$ cat src/rtl/mem_arbiter.sv
// ---------------------------------------------------------------------------
// mem_arbiter
//   Arbitrates one shared RAM port between an instruction-fetch requester and
//   a data requester. Data normally has priority. An instruction fetch that
//   has waited through STARVE_LIMIT data completions is served next.
//
//   Ports
//     CLK, nRST              clock, async active-low reset
//     iREN, iaddr            instruction read request and address
//     iwait, iload           instruction wait and read data
//     dREN, dWEN             data read / write requests
//     daddr, dstore          data address and write value
//     dwait, dload           data wait and read data
//     ramREN, ramWEN         shared RAM strobes
//     ramaddr, ramstore      shared RAM address and write data
//     ramload, ramstate      RAM read data and status (FREE/BUSY/ACCESS/ERROR)
//     err                    one-cycle pulse when the owner's access errors
//
//   state  | meaning
//   IDLE   | no owner; arbitration happens here
//   DGRANT | data requester owns the RAM port
//   IGRANT | instruction requester owns the RAM port
// ---------------------------------------------------------------------------
module mem_arbiter #(
    parameter int STARVE_LIMIT = 4
) (
    input  logic        CLK,
    input  logic        nRST,
    input  logic        iREN,
    input  logic [31:0] iaddr,
    output logic        iwait,
    output logic [31:0] iload,
    input  logic        dREN,
    input  logic        dWEN,
    input  logic [31:0] daddr,
    input  logic [31:0] dstore,
    output logic        dwait,
    output logic [31:0] dload,
    output logic        ramREN,
    output logic        ramWEN,
    output logic [31:0] ramaddr,
    output logic [31:0] ramstore,
    input  logic [31:0] ramload,
    input  logic [1:0]  ramstate,
    output logic        err
);

    localparam int CW_RAW = $clog2(STARVE_LIMIT + 1);
    localparam int CW     = (CW_RAW < 1) ? 1 : CW_RAW;
    localparam logic [CW-1:0] LIMIT = CW'(STARVE_LIMIT);

    localparam logic [1:0] IDLE   = 2'd0;
    localparam logic [1:0] DGRANT = 2'd1;
    localparam logic [1:0] IGRANT = 2'd2;

    localparam logic [1:0] RS_ACCESS = 2'd2;
    localparam logic [1:0] RS_ERROR  = 2'd3;

    logic [1:0]    state;
    logic [1:0]    next_state;
    logic [CW-1:0] starve_cnt;
    logic          dreq;
    logic          d_done;
    logic          i_done;

    assign dreq = dREN | dWEN;

    always_comb begin
        next_state = state;
        ramREN     = 1'b0;
        ramWEN     = 1'b0;
        ramaddr    = 32'd0;
        ramstore   = 32'd0;
        iwait      = iREN;
        dwait      = dreq;
        iload      = 32'd0;
        dload      = 32'd0;
        err        = 1'b0;
        d_done     = 1'b0;
        i_done     = 1'b0;

        case (state)
            IDLE: begin
                if (iREN && (starve_cnt == LIMIT))
                    next_state = IGRANT;
                else if (dreq)
                    next_state = DGRANT;
                else if (iREN)
                    next_state = IGRANT;
            end

            DGRANT: begin
                ramaddr  = daddr;
                ramstore = dstore;
                ramWEN   = dWEN;
                ramREN   = dREN & ~dWEN;   // write wins when both are high
                if (!dreq) begin
                    next_state = IDLE;
                end else begin
                    case (ramstate)
                        RS_ACCESS: begin
                            dwait      = 1'b0;
                            dload      = ramload;
                            d_done     = 1'b1;
                            next_state = IDLE;
                        end
                        RS_ERROR: begin
                            err        = 1'b1;
                            next_state = IDLE;
                        end
                        default: ;
                    endcase
                end
            end

            IGRANT: begin
                ramaddr = iaddr;
                ramREN  = iREN;
                if (!iREN) begin
                    next_state = IDLE;
                end else begin
                    case (ramstate)
                        RS_ACCESS: begin
                            iwait      = 1'b0;
                            iload      = ramload;
                            i_done     = 1'b1;
                            next_state = IDLE;
                        end
                        RS_ERROR: begin
                            err        = 1'b1;
                            next_state = IDLE;
                        end
                        default: ;
                    endcase
                end
            end

            default: next_state = IDLE;
        endcase
    end

    always_ff @(posedge CLK or negedge nRST) begin
        if (!nRST)
            state <= IDLE;
        else
            state <= next_state;
    end

    // Counts data completions seen while a fetch is pending; errors leave it alone.
    always_ff @(posedge CLK or negedge nRST) begin
        if (!nRST)
            starve_cnt <= '0;
        else if (!iREN || i_done)
            starve_cnt <= '0;
        else if (d_done && (starve_cnt != LIMIT))
            starve_cnt <= starve_cnt + CW'(1);
    end

endmodule

$ cat config.mk
export PLATFORM = sky130hd
export DESIGN_NAME = mem_arbiter
export DESIGN_NICKNAME = d
export VERILOG_FILES = /design/src/rtl/mem_arbiter.sv
export SDC_FILE = /design/constraint.sdc
export NUM_CORES = 1
export LEC_CHECK = 0
export BUFFER_PORTS_ARGS = -buffer_cell sky130_fd_sc_hd__buf_4
export CAP_MARGIN = 20
export CORE_AREA = 5 5 101 103
export CTS_CLUSTER_SIZE = 24
export DETAILED_ROUTE_END_ITERATION = 12
export DIE_AREA = 0 0 106 108
export PLACE_DENSITY_LB_ADDON = 0.12
export SKIP_LAST_GASP = 1
export SLEW_MARGIN = 0
export SYNTH_ARGS = -nofsm -noshare
export SYNTH_HDL_FRONTEND = slang
export SYNTH_SLANG_ARGS = --single-unit
$ cat constraint.sdc
create_clock -name CLK -period 1.7 [get_ports CLK]
set_input_delay 0.17 -clock CLK [delete_from_list [all_inputs] [get_ports CLK]]
set_output_delay 0.17 -clock CLK [all_outputs]
set_load 0.01 [all_outputs]
==> qor_table.md <==
| Parameter | Reported |
|---|---|
| Status | complete, but fails checks |
| Violated checks | setup timing |
| Finished layout cell area | 4140 um2 |
| Met1 Resource Use GR | 15.2% |
| Worst-path clk slew | 0.03 ns |
| Cell count after placement | 600 |
| Main flop type after synthesis | dfrtp_1 |
| Count of endpoints failing hold in the final timing report | 0 |
| Avg Synthesized Cell Area | 6.83 um2 |
| CP bufs+invs | 3 |
| Max VDD drop | 0.497 mV |
| CP max FO | 21 |
| Detailed-route via count | 2,749 |
| Final Cycle Share | 106% |
| Total I/O pin count | 268 |
| Count of unresolved DRC violations after routing | 0 |
| Critical path required time | 1.53 ns |
| Placer congestion estimate | 0.794 |
| Final-stage net count | 647 |
| Effective utilization at floorplan | 17.7% |
| Largest buffer count on any clock path | 2 |
| Static power due to leakage | 2.27 nW |
| Switching power share of the total | 41.7% |
| Die width | 106 um |
| Summed negative setup slack over all endpoints | -5.26 ns |
| Std-Cell Core Area | 9110 um2 |
| R2R Path End | starve_cnt[2] |
| Footprint of the multi-input gates | 1450 um2 |
| Psw | 1.42 mW |
| Synth top area cells | and2_1, a22oi_1, and3_1, nor2b_1, dfrtp_1 |
| Share of the synthesized area in the top cell type | 25.6% |
| Critical Path Max Stage Delay | 0.37 ns |
| Register-to-Register Path Depth | 7 |
| Met3 Use GR | 3.46% |
| Post-synthesis instance area | 1610 um2 |
| Clock tree from TritonCTS | yes |
| Kind of cell adding the most delay to the critical path | buffers and inverters |
| Worst clock skew on the final layout | 0.000353 ns |
| Die extent in y | 108 um |
| Synthesized Nets | 377 |
| WL final | 10,000 um |
| Filler cell count | 926 |
| Clock buffer count from CTS | 3 |
| Flip-flop and latch count after synthesis | 5 |
| RSZ-0062 raised after global routing | true |
| Total number of yosys warnings | 0 |
| Detailed-route wire length per cell | 16.3 um |
| Global-route wire length before repair | 14,400 um |
| Fraction of power consumed by the clock network | 6.3% |
| Post-synth EDFFs | 0 |
| Slew at the pin with the worst max-slew slack | 0.323 ns |
| Cell internal power dissipation | 1.99 mW |
| Layout cell share with drive strength beyond 1 | 63.8% |
| Post-detailed-route count of antenna-violating nets | 0 |
| Cells traversed along the worst timing path | buf_4 -> ha_4 -> and3b_2 -> buf_8 -> and3_1 -> buf_4 |
| Clock root buffer | clkbuf_8 |
| Startpoint-to-endpoint class of the critical path | register to output pin |
| Worst slack on hold paths | 0.293 ns |
| Highest attainable clock frequency | 554 MHz |
| Total Routing Usage GR | 15.5% |
| TritonCTS Sinks | 5 |
| Slack of the worst reg-to-reg path | 0.09 ns |
| Count of buffers from port buffering | 267 |
| Final Non-Filler Cells | 616 |
| Path category of the worst min-delay check | input port to asynchronous set/reset pin |
| Library cell occupying the most area in the post-synthesis netlist | and2_1 |
| DRC violation total after the first TritonRoute iteration | 131 |
| Sequential cell area fraction in the yosys report | 7.76% |
| Pwr/cell area | 824 nW/um2 |
| Launching point of the worst reg2reg path | state[1] |
| Gate power share | 89.2% |
| Critical path's most frequent cell | buf_4 |
| Pin count of the biggest net entering global routing | 31 |
| GR Overflow Total | 0 |
| Floorplan die area | 11,400 um2 |
| # H-tree levels | 1 |
| Number of iterations in the first detailed-routing pass | 4 |
| Worst slew margin relative to its limit | 78.4% |
| Layout overhead on the synthesized area | 157% |
| Relative contribution of sequential cells to total power | 4.5% |
| Latest clock arrival within the worst-skew pair | 0.22 ns |
| Via count of the first global-routing pass | 2,885 |
| Antenna violations before repair | 0 |
| Placement row count | 35 |
| Total power | 3.41 mW |
| Setup slack after layout | -0.106 ns |
| Mapped Cells | 236 |
| Ratio of routed vias to standard cells | 4.46 |
| DP HPWL | 8010 um |
| Critical path capture point type | output pin |
| Fraction of met2 tracks used by global routing | 32.0% |
| # setup viols final | 66 |
| CP max stage cell | dfrtp_1 |
| Cell Area, Placed | 3750 um2 |
| Antenna Cells | 0 |
| Number of distinct library cells after synthesis | 29 |
| Crit path launch type | register |
| # Max-Cap Violations | 0 |
| Critical Path AT | 1.64 ns |
| Ys async rst share | 100% |
| Final Critical Period | 1.81 ns |
| Layer carrying the most global-route usage | met2 |
| Worst setup slack before clock tree synthesis | 0.0268 ns |
| Final Slew Violations | 0 |
| Final core area utilization | 45.5% |
| Register Area | 126 um2 |
[cell usage in the layout (no fill, tap or decap), drive strengths merged, types with 2 or more instances in the layout]
master	netlist	layout
nor2	3	3
inv	6	6
nand3b	2	2
mux2i	2	2
a311oi	2	2
a22oi	32	32
buf	10	289
nor3b	2	2
and3	32	32
and3b	2	2
nand2	2	2
dfrtp	5	5
and2	66	66
nor2b	32	32
o21ai	3	3
clkbuf	16	5
nand3	5	5
ha	6	6
[power groups by stage]
stage | logic, mW | registers (mW) | clock network (mW)
after global routing | 3.31 | 0.158 | 0.230
after floorplan | 1.30 | 0.152 | 0
after CTS | 2.83 | 0.153 | 0.224
final | 3.04 | 0.155 | 0.214
after detailed placement | 2.67 | 0.155 | 0
after global placement | 2.66 | 0.155 | 0
[state kept, by name, indices dropped and copies added (netlist names)]
| signal | cells |
|---|---|
| starve_cnt | 3 |
| state | 2 |
[cell type report]
class / count / share of cell area (%)
Clock buffer: 4 / 1.09
Inverter: 6 / 0.544
Multi-Input combinational cell: 199 / 35.0
Sequential cell: 5 / 3.05
Tap cell: 111 / 3.35
Timing Repair Buffer: 291 / 57.0
[how the worst max path moves through the flow]
stage / start / end / slack, ns / cells after the start
after floorplan: state[0] / iload[10] / 0.12 / 7
after detailed placement: state[0] / iload[18] / 0.03 / 7
after global routing: state[0] / iload[15] / -0.19 / 8
after global placement: state[0] / iload[18] / 0.08 / 7
after CTS: state[0] / dload[8] / -0.10 / 6
final: state[0] / dload[8] / -0.11 / 6
[cells by family after synthesis]
logic type               Yosys count  share of synthesized area (%)
flip-flops                         5                           7.76
multiplexers                       2                           1.24
AND/OR/NAND/NOR                  151                           59.2
adder cells (fa/ha/maj)            6                           4.66
buffers and inverters             32                           8.77
AO/OA/AOI/OAI                     40                           18.3
[worst reg2reg max path, cell delays in order (launching register included)]
cell      delay [ns]
dfrtp_2         0.43
inv_2           0.11
ha_4            0.18
and3b_2         0.24
buf_6           0.15
buf_4           0.12
a31oi_1         0.07
a311oi_1        0.21
[metal layers]
layer  share of wire (%)  vias to the layer above
li1                    -                     1349
met1                  35                     1229
met2                  55                      153
met3                 7.3                       18
met4                 2.4                        0
met5                   0                        -
[what timing repair did]
item / CTS / global route
gates cloned: 2 / 2
buffers inserted: 6 / 2
hold buffers: 1 / 0
resized for setup: 37 / 23
hold endpoints to repair: 5 / 0
pin swaps: 10 / 8
setup endpoints to repair: 104 / 127
[synthesized netlist by cell type, types with 2 or more instances]
library cell and number:
nand2_1 2, nand3_1 5, clkbuf_2 3, and2_1 66, nor2b_1 32, ha_1 6, nor2_1 3, buf_2 5
clkbuf_1 13, o21ai_0 3, a311oi_1 2, mux2i_1 2, buf_4 3, and3_1 32, and3b_1 2, nor3b_2 2
a22oi_1 32, dfrtp_1 5, buf_1 2, inv_1 6, nand3b_1 2
Power figures use the tool's default switching activity.
